[config.mk]
export PLATFORM = sky130hd
export DESIGN_NAME = mem_access_unit_flat
export DESIGN_NICKNAME = d
export VERILOG_FILES = /design/src/rtl/mem_access_pkg.sv /design/src/rtl/mem_access_if.sv /design/src/rtl/mem_lane_align.sv /design/src/rtl/mem_access_unit.sv /design/src/flat_wrapper.sv
export SDC_FILE = /design/constraint.sdc
export NUM_CORES = 1
export LEC_CHECK = 0
export BUFFER_PORTS_ARGS = -buffer_cell sky130_fd_sc_hd__buf_2
export CAP_MARGIN = 10
export CORE_ASPECT_RATIO = 1.4
export CORE_MARGIN = 4
export CORE_UTILIZATION = 50
export DETAILED_ROUTE_END_ITERATION = 10
export GPL_TIMING_DRIVEN = 0
export PLACE_DENSITY_LB_ADDON = 0.15
export SLEW_MARGIN = 0
export SYNTH_ARGS = -nofsm -noshare
export SYNTH_HDL_FRONTEND = slang
export SYNTH_SLANG_ARGS = --single-unit
[constraint.sdc]
create_clock -name clk -period 2.95 [get_ports clk]
set_input_delay 0.1475 -clock clk [delete_from_list [all_inputs] [get_ports clk]]
set_output_delay 0.1475 -clock clk [all_outputs]
set_load 0.005 [all_outputs]
[src/rtl/mem_access_pkg.sv]
// Shared types and decode helpers for the load/store sequencer.
// Op encodings match the core's memory-stage op field.
package mem_access_pkg;

    typedef enum logic [2:0] {
        LW  = 3'd0,
        LB  = 3'd1,
        LBU = 3'd2,
        LH  = 3'd3,
        LHU = 3'd4,
        SW  = 3'd5,
        SB  = 3'd6,
        SH  = 3'd7
    } mem_op_t;

    typedef enum logic [1:0] {
        IDLE = 2'd0,
        RD   = 2'd1,
        WR   = 2'd2,
        RESP = 2'd3
    } state_t;

    // Unknown ops fall into the default branch and are rejected like misaligned ones.
    function automatic logic misaligned(mem_op_t op, logic [1:0] offset);
        case (op)
            LW, SW:       return offset != 2'b00;
            LH, LHU, SH:  return offset[0];
            LB, LBU, SB:  return 1'b0;
            default:      return 1'b1;
        endcase
    endfunction

    function automatic logic is_load(mem_op_t op);
        return (op == LW) || (op == LB) || (op == LBU) || (op == LH) || (op == LHU);
    endfunction

endpackage

[src/rtl/mem_access_if.sv]
// Core request/response and data RAM port bundle for mem_access_unit.
// master = core plus RAM environment, slave = the sequencer.
interface mem_access_if;
    logic        req_valid;
    logic        req_ready;
    logic [2:0]  req_op;
    logic [31:0] req_addr;
    logic [31:0] req_wdata;
    logic        resp_valid;
    logic        resp_err;
    logic [31:0] resp_rdata;
    logic [31:0] data_address;
    logic        data_read;
    logic        data_write;
    logic [31:0] data_writedata;
    logic [31:0] data_readdata;

    modport master (
        output req_valid, req_op, req_addr, req_wdata, data_readdata,
        input  req_ready, resp_valid, resp_err, resp_rdata,
               data_address, data_read, data_write, data_writedata
    );

    modport slave (
        input  req_valid, req_op, req_addr, req_wdata, data_readdata,
        output req_ready, resp_valid, resp_err, resp_rdata,
               data_address, data_read, data_write, data_writedata
    );
endinterface

[src/rtl/mem_lane_align.sv]
// Big-endian lane extract/extend for loads and lane merge for stores.
// Purely combinational; offset is the byte offset within the word.
module mem_lane_align
    import mem_access_pkg::*;
(
    input  mem_op_t     op,
    input  logic [1:0]  offset,
    input  logic [31:0] rd_word,
    input  logic [31:0] base_word,
    input  logic [31:0] lane_data,
    output logic [31:0] load_data,
    output logic [31:0] store_word
);

    logic [7:0]  byte_lane;
    logic [15:0] half_lane;

    always_comb begin
        byte_lane = rd_word[7:0];
        case (offset)
            2'd0:    byte_lane = rd_word[31:24];
            2'd1:    byte_lane = rd_word[23:16];
            2'd2:    byte_lane = rd_word[15:8];
            default: byte_lane = rd_word[7:0];
        endcase
        half_lane = offset[1] ? rd_word[15:0] : rd_word[31:16];

        load_data = 32'b0;
        case (op)
            LW:      load_data = rd_word;
            LB:      load_data = {{24{byte_lane[7]}}, byte_lane};
            LBU:     load_data = {24'b0, byte_lane};
            LH:      load_data = {{16{half_lane[15]}}, half_lane};
            LHU:     load_data = {16'b0, half_lane};
            default: load_data = 32'b0;
        endcase
    end

    always_comb begin
        store_word = base_word;
        case (op)
            SW: store_word = lane_data;
            SB: begin
                case (offset)
                    2'd0:    store_word[31:24] = lane_data[7:0];
                    2'd1:    store_word[23:16] = lane_data[7:0];
                    2'd2:    store_word[15:8]  = lane_data[7:0];
                    default: store_word[7:0]   = lane_data[7:0];
                endcase
            end
            SH: begin
                if (offset[1]) store_word[15:0]  = lane_data[15:0];
                else           store_word[31:16] = lane_data[15:0];
            end
            default: store_word = base_word;
        endcase
    end

endmodule

[src/rtl/mem_access_unit.sv]
// Load/store sequencer: byte/half/word core accesses to a word-only data RAM.
// Sub-word stores are done as read-modify-write since the RAM lacks byte enables.
//
// state | meaning
// IDLE  | ready for a request, RAM port quiet
// RD    | one-cycle RAM read (load result or RMW merge base)
// WR    | one-cycle RAM write
// RESP  | one-cycle response pulse
module mem_access_unit
    import mem_access_pkg::*;
(
    input logic         clk,
    input logic         reset,
    mem_access_if.slave bus
);

    state_t      state, state_next;
    mem_op_t     op_q;
    mem_op_t     req_op_e;
    logic [31:0] addr_q, wdata_q, merge_q, rdata_q;
    logic        err_q;
    logic [31:0] load_data, store_word;

    assign req_op_e = mem_op_t'(bus.req_op);

    mem_lane_align u_align (
        .op         (op_q),
        .offset     (addr_q[1:0]),
        .rd_word    (bus.data_readdata),
        .base_word  (merge_q),
        .lane_data  (wdata_q),
        .load_data  (load_data),
        .store_word (store_word)
    );

    always_ff @(posedge clk) begin
        if (reset) begin
            state   <= IDLE;
            op_q    <= LW;
            addr_q  <= 32'b0;
            wdata_q <= 32'b0;
            merge_q <= 32'b0;
            rdata_q <= 32'b0;
            err_q   <= 1'b0;
        end else begin
            state <= state_next;
            case (state)
                IDLE: begin
                    if (bus.req_valid) begin
                        op_q    <= req_op_e;
                        addr_q  <= bus.req_addr;
                        wdata_q <= bus.req_wdata;
                        err_q   <= misaligned(req_op_e, bus.req_addr[1:0]);
                        rdata_q <= 32'b0;
                    end
                end
                RD: begin
                    if (is_load(op_q)) rdata_q <= load_data;
                    else               merge_q <= bus.data_readdata;
                end
                default: ;
            endcase
        end
    end

    always_comb begin
        state_next         = state;
        bus.req_ready      = 1'b0;
        bus.resp_valid     = 1'b0;
        bus.resp_err       = 1'b0;
        bus.resp_rdata     = 32'b0;
        bus.data_address   = 32'b0;
        bus.data_read      = 1'b0;
        bus.data_write     = 1'b0;
        bus.data_writedata = 32'b0;
        case (state)
            IDLE: begin
                bus.req_ready = 1'b1;
                if (bus.req_valid) begin
                    if (misaligned(req_op_e, bus.req_addr[1:0])) state_next = RESP;
                    else if (req_op_e == SW)                     state_next = WR;
                    else                                         state_next = RD;
                end
            end
            RD: begin
                bus.data_read    = 1'b1;
                bus.data_address = {addr_q[31:2], 2'b00};
                state_next       = is_load(op_q) ? RESP : WR;
            end
            WR: begin
                bus.data_write     = 1'b1;
                bus.data_address   = {addr_q[31:2], 2'b00};
                bus.data_writedata = store_word;
                state_next         = RESP;
            end
            RESP: begin
                bus.resp_valid   = 1'b1;
                bus.resp_err     = err_q;
                bus.resp_rdata   = rdata_q;
                bus.data_address = {addr_q[31:2], 2'b00};
                state_next       = IDLE;
            end
            default: state_next = IDLE;
        endcase
    end

endmodule

[src/flat_wrapper.sv]
// flat-port wrapper written by rule: the top's interface ports become plain ports
module mem_access_unit_flat import mem_access_pkg::*;
  (clk, reset, bus_req_valid, bus_req_op, bus_req_addr, bus_req_wdata, bus_data_readdata, bus_req_ready, bus_resp_valid, bus_resp_err, bus_resp_rdata, bus_data_address, bus_data_read, bus_data_write, bus_data_writedata);
  mem_access_if bus_i ();
  input logic clk;
  input logic reset;
  input wire logic [$bits(bus_i.req_valid)-1:0] bus_req_valid;
  input wire logic [$bits(bus_i.req_op)-1:0] bus_req_op;
  input wire logic [$bits(bus_i.req_addr)-1:0] bus_req_addr;
  input wire logic [$bits(bus_i.req_wdata)-1:0] bus_req_wdata;
  input wire logic [$bits(bus_i.data_readdata)-1:0] bus_data_readdata;
  output wire logic [$bits(bus_i.req_ready)-1:0] bus_req_ready;
  output wire logic [$bits(bus_i.resp_valid)-1:0] bus_resp_valid;
  output wire logic [$bits(bus_i.resp_err)-1:0] bus_resp_err;
  output wire logic [$bits(bus_i.resp_rdata)-1:0] bus_resp_rdata;
  output wire logic [$bits(bus_i.data_address)-1:0] bus_data_address;
  output wire logic [$bits(bus_i.data_read)-1:0] bus_data_read;
  output wire logic [$bits(bus_i.data_write)-1:0] bus_data_write;
  output wire logic [$bits(bus_i.data_writedata)-1:0] bus_data_writedata;
  assign bus_i.req_valid = bus_req_valid;
  assign bus_i.req_op = bus_req_op;
  assign bus_i.req_addr = bus_req_addr;
  assign bus_i.req_wdata = bus_req_wdata;
  assign bus_i.data_readdata = bus_data_readdata;
  assign bus_req_ready = bus_i.req_ready;
  assign bus_resp_valid = bus_i.resp_valid;
  assign bus_resp_err = bus_i.resp_err;
  assign bus_resp_rdata = bus_i.resp_rdata;
  assign bus_data_address = bus_i.data_address;
  assign bus_data_read = bus_i.data_read;
  assign bus_data_write = bus_i.data_write;
  assign bus_data_writedata = bus_i.data_writedata;
  mem_access_unit u_core (.clk(clk), .reset(reset), .bus(bus_i));
endmodule
Word-level counts from Yosys, hierarchy flattened:

Index checks and enable logic that the tools add are counted.

* bitwise logic cells: 1
* reduce and logical (&&, ||, !) cells: 18
* mux-type cells: 29
* equality and inequality tests: 21

Operators by type and width (count)
* $mux 32: 5
* $pmux 32 s5: 1
* $pmux 32 s3: 1
* $pmux 32 s2: 1
* $mux 16: 3
* $mux 8: 4
* $eq 3x3->1 const B: 8
* $pmux 8 s3: 1
* $eq 3x2->1 const B: 4
* $reduce_or 3->1: 4
* $mux 1: 8
* $pmux 2 s4: 1
* $eq 2x2->1 const B: 3
* $eq 3x1->1 const B: 2
* $logic_not 3->1: 2
* $mux 2: 3
* $eq 2x1->1 const B: 2
* $logic_not 2->1: 2
* $logic_or 1x1->1: 4
* $reduce_and 2->1: 2
* $reduce_bool 2->1: 2
* $pmux 1 s3: 1
* $reduce_and 3->1: 1
* $ne 2x1->1 const B: 1
* other kinds (3): 3

* output and inout port bits: 101
* word-level logic and storage cells: 76
* register bits: 134
* bits of input ports: 102

Logic depth before layout (Yosys ltp):

Gate-level depths: netlist of the first run.

* depth after elaboration: 8
* gate-level depth with buffers: 9
* gate-level depth less buffers: 6

Cells and area by module:

Synthesis of the first run repeated with hierarchy kept, for this count alone.

* cell total of the unflattened synthesis: 903
* area total of the unflattened synthesis: 7176.9 µm²

Modules (own cells, without submodules)
* mem_access_unit: cells an instance 715, times used 1, sequential area each 2682.6 µm², area each 5514.0 µm²
* mem_lane_align: cells an instance 188, times used 1, sequential area each 0.0 µm², area each 1662.8 µm²

Worst setup path before layout of the first run:

No wires, ideal clock.

* path type: register to register
* start point: reg u_core.state[0]
* end point: reg u_core.rdata_q[2]
* buffers on the path: 2
* arrival time: 1.788 ns
* cell stages (with the launch flop): 9
* setup slack: 1.102 ns
* clock period less this slack: 1.848 ns
* required time: 2.890 ns
* setup time: 0.060 ns
* cell sequence: dfxtp_1 inv_1 ha_1 and2b_1 or3_1 buf_2 buf_6 o32ai_1 a221o_1

* word-level cells in the longest chain between the ends: 3
* elaborated cells on any way between the ends: 7
* those cells by class: 3 x eq/ne; 1 x mux; 3 x reduce/logical

RTL lines
* start: declaration: line mem_access_unit.sv:17 `state_t state, state_next;`
* start signal: assignment: line mem_access_unit.sv:46 `state <= state_next;`
* $eq 2x1->1 or $logic_not 2->1 (tied branches): line mem_access_unit.sv:47 `case (state)`
* $ne 2x1->1 (no line), or another cell as far along
* $reduce_and 3->1 (no line)
* end signal: assignment: line mem_access_unit.sv:58 `if (is_load(op_q)) rdata_q <= load_data;`
* end: declaration: line mem_access_unit.sv:20 `logic [31:0] addr_q, wdata_q, merge_q, rdata_q;`

Several ways; a longest one is shown, not always the timed one.
A chain may end at the register's enable or synchronous reset.

Worst setup path in the final report of the first run:

* start point: reg u_core.state[0]
* end point: out bus_data_writedata[13]

* word-level cells in the longest chain between the ends: 2

RTL lines
* $eq 2x2->1: line mem_access_unit.sv:76 `case (state)`
* $mux 32: line mem_access_unit.sv:76
* end: declaration: line flat_wrapper.sv:19 `output wire logic [$bits(bus_i.data_writedata)-1:0] bus_data_writedata;`

Every way passes these cells.

==> impl_metrics.ini, run 1 <==
[status]
outcome = completed

[detailed_routing]
drt_first_iter_violations = 838
vias_per_cell = 5.67
drt_first_pass_iters = 7
drt-total-wl_um = 25600
vias = 8092
drc = 0
drt-wirelength-per-cell_um = 17.9
ant_nets = 0

[timing]
fin_ws_ns = 0.131
slew_headroom = 0.443
setup_viol = 0
clock_skew_ns = 0.00857
slew_viol_final = 0
min_period_ns = 2.82
rsz0062_at_grt = no
finalCritPeriodShare = 0.956
hold_violations = 0
fmax_ghz = 0.355
fin_tns_setup_ns = 0
worst-slew-pin-transition_ns = 0.828

[pwr]
powerDensity_mw_per_mm2 = 641
p_sw_mw = 2.29
intPower_mw = 3.90
p_comb_frac = 0.319
pwr-share-seq = 0.367
p_leak_nw = 3.98
swShare = 0.370
power_mw = 6.18
clock_power_share = 0.314
ir_drop_uv = 562

[cts]
cts_root_buffer = clkbuf_16
path_clk_slew_ns = 0.06
cts_tree = done
post_cts_buffers = 0
clock_path_buffers = 2
htreeDepth = 4
clk_latency_ns = 0.41
numCtsBuffers = 17
cts_sinks = 134

[critical_path]
critPathSlowestCell = clkbuf_1
timing.rr.start = u_core.state[0]
reg2reg_slack_ns = 0.67
cp_slowest_stage_delay_ns = 0.47
worstPathMaxFanout = 10
worstRegToRegCells = 8
worstReg2RegEnd = u_core.rdata_q[22]
cp_common_cell = clkbuf_1
end_kind = primary output
cp.required_ns = 2.80
crit_type = reg2out
cp.arrival_ns = 2.67
path_cells = inv_1, ha_1, clkbuf_1, clkinv_1, clkbuf_1, o22ai_1, buf_2
startpoint_type = register

[final_layout]
multi_input_area_sq_mm = 0.00410
layout.nets = 1335
final_cell_mix = nand2_1, buf_2, a21oi_1
antenna_cells = 0
num-fill-cells = 1210
finalNonFillerCells = 1427
final_common_cell = nand2_1
drive_above_1_share = 0.226
seqCellArea_sq_mm = 0.00268
syn2layout_area_growth_pct = 33.6

[floorplan]
io_pins = 203
dieWidth_um = 110
coreArea_sq_mm = 0.0140
dieHeight_um = 150
initial_core_util = 0.515
placementRows = 51
dieArea_sq_mm = 0.0165

[global_routing]
grt_pass1_vias = 7874
grt_overflow = 0
track_usage = 0.310
grt_max_degree = 17
grt_pass1_wl_um = 39900
antenna_found_initial = 0

[synth]
synthFlopType = dfxtp_1
async_flop_share = 0
ys_ff_latch = 134
synthCells = 944
synth_top_family_by_area = compound AO/OA/AOI/OAI gates
seq_area_frac_synth = 0.371
synth_xor_area_frac = 0.00121
synth_edf_count = 0
yosys.area_share.simple = 0.248
syn_area_per_cell_sq_um = 7.65
synth-compound-area-share = 0.268
synthAdderAreaFrac = 0.00693
syn_area_sq_mm = 0.00722
yosys_warnings = 0
muxShareOfSynthArea = 0.0421
yosysUniqueCellTypes = 61

[place]
gp_congestion = 0.960
dp.cells = 1329
place_ws_ns = 0.609
hpwl_um = 18700
port-buffer-count = 199

[hold_path]
hold_path_depth = 3
worstHoldEndpoint = u_core.addr_q[1]
min_path_type = in2reg
min_from = bus_req_addr[1]

[job]
maxCapViolCount = 0
[registers in the layout, summed over array words and instances, names as in the netlist]
| name | flops |
|---|---|
| u_core.err_q | 1 |
| u_core.state | 2 |
| u_core.merge_q | 32 |
| u_core.addr_q | 32 |
| u_core.op_q | 3 |
| u_core.wdata_q | 32 |
| u_core.rdata_q | 32 |
[worst max-delay path, delay by kind of cell (launching register included)]
| kind | cells | cell delay [ns] |
|---|---|---|
| buffers and inverters | 5 | 1.46 |
| flip-flops | 1 | 0.34 |
| AO/OA/AOI/OAI | 1 | 0.31 |
| adder cells (fa/ha/maj) | 1 | 0.17 |
[what timing repair did]
action,4_1_cts,5_1_grt
endpoints found under the setup margin,0,8
endpoints found under the hold margin,66,0
gates resized for setup,0,2
hold buffers,66,0
[power groups by stage]
stage               Sequential (mW)  Combinational [mW]  Clock (mW)
floorplan                      2.22                1.30           0
global placement               2.29                1.85           0
detailed placement             2.30                1.86           0
CTS                            2.26                1.94        1.95
global route                   2.29                2.17        2.02
finish                         2.27                1.97        1.94
[Yosys cell counts (4+ instances only)]
library cell	count	area [sq um]
ha_1	4	50.1
inv_1	19	71.3
o2bb2ai_1	19	166
a221o_1	15	150
buf_4	5	37.5
clkbuf_1	57	214
nand2b_1	7	43.8
nor2_1	16	60.1
o32ai_1	8	70.1
o22ai_1	23	144
nor2b_1	44	275
o21ai_0	33	165
buf_1	4	15.0
or3b_2	6	52.6
nor3b_1	6	45.0
nand2_1	218	818
a22oi_1	32	240
dfxtp_1	134	2680
mux4_2	7	158
a2bb2oi_1	5	43.8
a31oi_1	8	50.1
mux2i_1	11	110
a211oi_1	10	75.1
a21oi_1	139	696
and3_1	15	93.8
buf_2	17	85.1
and2_1	34	213
nand3_1	8	40.0
[through the flow]
step | utilization | instance area, sq um | hold WS, ns
after global placement | 0.602 | 8450 | 0.389
after global routing | 0.687 | 9650 | 0.00913
after CTS | 0.687 | 9650 | 0.00246
after detailed placement | 0.602 | 8450 | 0.394
final | 0.687 | 9650 | 0.00886
after floorplan | - | 7230 | 0.283
[worst max path at each step]
| stage | slack, ns | start | cells past startpoint | to |
|---|---|---|---|---|
| after floorplan | 1.10 | u_core.state[0] | 8 | u_core.rdata_q[2] |
| after global placement | 0.61 | u_core.addr_q[0] | 7 | bus_data_writedata[13] |
| after detailed placement | 0.61 | u_core.addr_q[0] | 7 | bus_data_writedata[17] |
| after CTS | 0.15 | u_core.addr_q[0] | 7 | bus_data_writedata[11] |
| after global routing | 0.01 | u_core.state[0] | 7 | bus_data_writedata[11] |
| final | 0.13 | u_core.state[0] | 7 | bus_data_writedata[13] |
[metal layers]
layer  GRT usage  vias up  part of all wire
met2       0.517      437              0.47
met3      0.0682      119             0.087
met5           0        -                 0
met1       0.367     3650              0.38
li1            -     3886                 -
met4       0.166        0             0.059
[logic make-up after synthesis]
family | count (synthesis)
buf+inv | 105
xor+xnor | 1
compound gates | 306
fa+ha+maj | 4
mux | 21
other cells | 1
simple gates | 372
flops | 134
[area by class of cell]
cell class | instances | share of cell area
multi-input combinational | 706 | 0.424
timing repair buffer | 265 | 0.172
inverter | 20 | 0.00778
tap | 185 | 0.0240
buffer | 85 | 0.0389
clock inverter | 13 | 0.0104
sequential | 134 | 0.278
clock buffer | 19 | 0.0449
Power figures use the tool's default switching activity.
==> inputs of run 2 (changes only) <==
Settings changed: CORE_UTILIZATION 50 to 45.
==> impl_metrics.ini, run 2 (synthesized netlist as in run 1, its figures left out) <==
[critical_path]
path_cells = inv_1, ha_1, clkbuf_1, clkinv_1, clkbuf_1, o22ai_1, buf_2
cp_top_family = buffers and inverters
cp_slowest_stage_delay_ns = 0.44
cp_common_cell = clkbuf_1
worst-path-buf-inv = 5
worstRegToRegCells = 8
end_kind = primary output
startpoint_type = register
crit_type = reg2out
reg2reg_slack_ns = 0.55
timing.rr.start = u_core.state[1]
worstPathMaxFanout = 10
cp.required_ns = 2.80
worstReg2RegEnd = u_core.rdata_q[24]
critPathSlowestCell = clkbuf_1
cp.arrival_ns = 2.60

[timing]
min_period_ns = 2.75
slew_viol_final = 0
fin_tns_setup_ns = 0
clock_skew_ns = 0.00759
setup_viol = 0
fmax_ghz = 0.364
finalCritPeriodShare = 0.932
slew_headroom = 0.436
hold_violations = 0
rsz0062_at_grt = no
fin_ws_ns = 0.200
worst-slew-pin-transition_ns = 0.840
timing.hold.ws_ns = 0.0113

[final_layout]
layout.nets = 1341
final_common_cell = nand2_1
final_area_sq_mm = 0.00981
utilization = 0.626
finalNonFillerCells = 1444
drive_above_1_share = 0.227
syn2layout_area_growth_pct = 35.8
antenna_cells = 0
final_cell_mix = nand2_1, buf_2, a21oi_1

[cts]
numCtsBuffers = 17
clk_latency_ns = 0.42
htreeDepth = 4
cts_tree = done
cts_sinks = 134
post_cts_buffers = 0
cts_root_buffer = clkbuf_16
path_clk_slew_ns = 0.05
clock_path_buffers = 2

[hold_path]
worstHoldEndpoint = u_core.merge_q[3]
min_from = bus_data_readdata[3]
min_path_type = in2reg
hold_path_depth = 3

[global_routing]
grt_max_degree = 17
track_usage = 0.284
grt_overflow = 0
antenna_found_initial = 0
grt_pass1_vias = 7610
grt_pass1_wl_um = 40300

[detailed_routing]
drt_first_iter_violations = 768
drt_first_pass_iters = 5
route.met2.wl_um = 13000
drc = 0
drt-wirelength-per-cell_um = 18.2
drt-total-wl_um = 26200
ant_nets = 0
top_layer = met4
vias = 8080
wl_met3_um = 1970
vias_per_cell = 5.60
wl_met1_um = 10000

[pwr]
p_leak_nw = 4.04
powerDensity_mw_per_mm2 = 661
ir_drop_uv = 398
power_mw = 6.49

[place]
port-buffer-count = 199
place_area_sq_mm = 0.00847
place_ws_ns = 0.595
hpwl_um = 19400
dp.cells = 1340
gp_congestion = 0.981

[floorplan]
dieArea_sq_mm = 0.0182
placementRows = 54
coreArea_sq_mm = 0.0157
dieHeight_um = 158
initial_core_util = 0.461
dieWidth_um = 115
io_pins = 203

[status]
outcome = completed

[job]
maxCapViolCount = 0
## run 2: cell count changes in the layout (fill, tap and decap cells not counted), sizes merged
cell         delta
clkinv          -4
inv             -2
dlygate4sd3     +6
bufinv          +3
clkbuf          +2
clkinvlp        +1
## run 2: final cells by class
class                           count  area, sq um
Fill cell                        1430         5870
Tap cell                          196          245
Clock inverter                     11          145
Multi-Input combinational cell    706         4100
Buffer                             85          375
Inverter                           20         75.1
Sequential cell                   134         2680
Clock buffer                       21          470
Timing Repair Buffer              271         1720
## run 2: what timing repair did
item	4_1_cts	5_1_grt
gates resized for setup	0	3
setup endpoints to repair	0	22
hold buffers	72	0
endpoints found under the hold margin	75	0
## run 2: worst min-delay path, cell delays in order
cell and delay, ns:
buf_2 0.12, nand2_1 0.06, a21oi_1 0.05
## run 2: how the worst max path moves through the flow
stage	start	endpoint	slack, ns	cells after the start
2_1_floorplan	u_core.state[0]	u_core.rdata_q[2]	1.10	8
3_3_place_gp	u_core.addr_q[0]	bus_data_writedata[12]	0.52	7
5_1_grt	u_core.state[0]	bus_data_writedata[14]	0.03	7
4_1_cts	u_core.addr_q[0]	bus_data_writedata[14]	0.13	7
6_report	u_core.state[0]	bus_data_writedata[14]	0.20	7
3_5_place_dp	u_core.addr_q[0]	bus_data_writedata[14]	0.59	7
## run 2: power by group
group	internal, mW	switching (mW)
Clock	1.40	0.819
Sequential	2.07	0.198
Combinational	0.744	1.25
## run 2: per-layer routing
| layer | GRT usage | up-vias |
|---|---|---|
| met5 | 0 | - |
| met2 | 0.491 | 412 |
| met1 | 0.335 | 3679 |
| li1 | - | 3905 |
| met4 | 0.144 | 0 |
| met3 | 0.0509 | 84 |
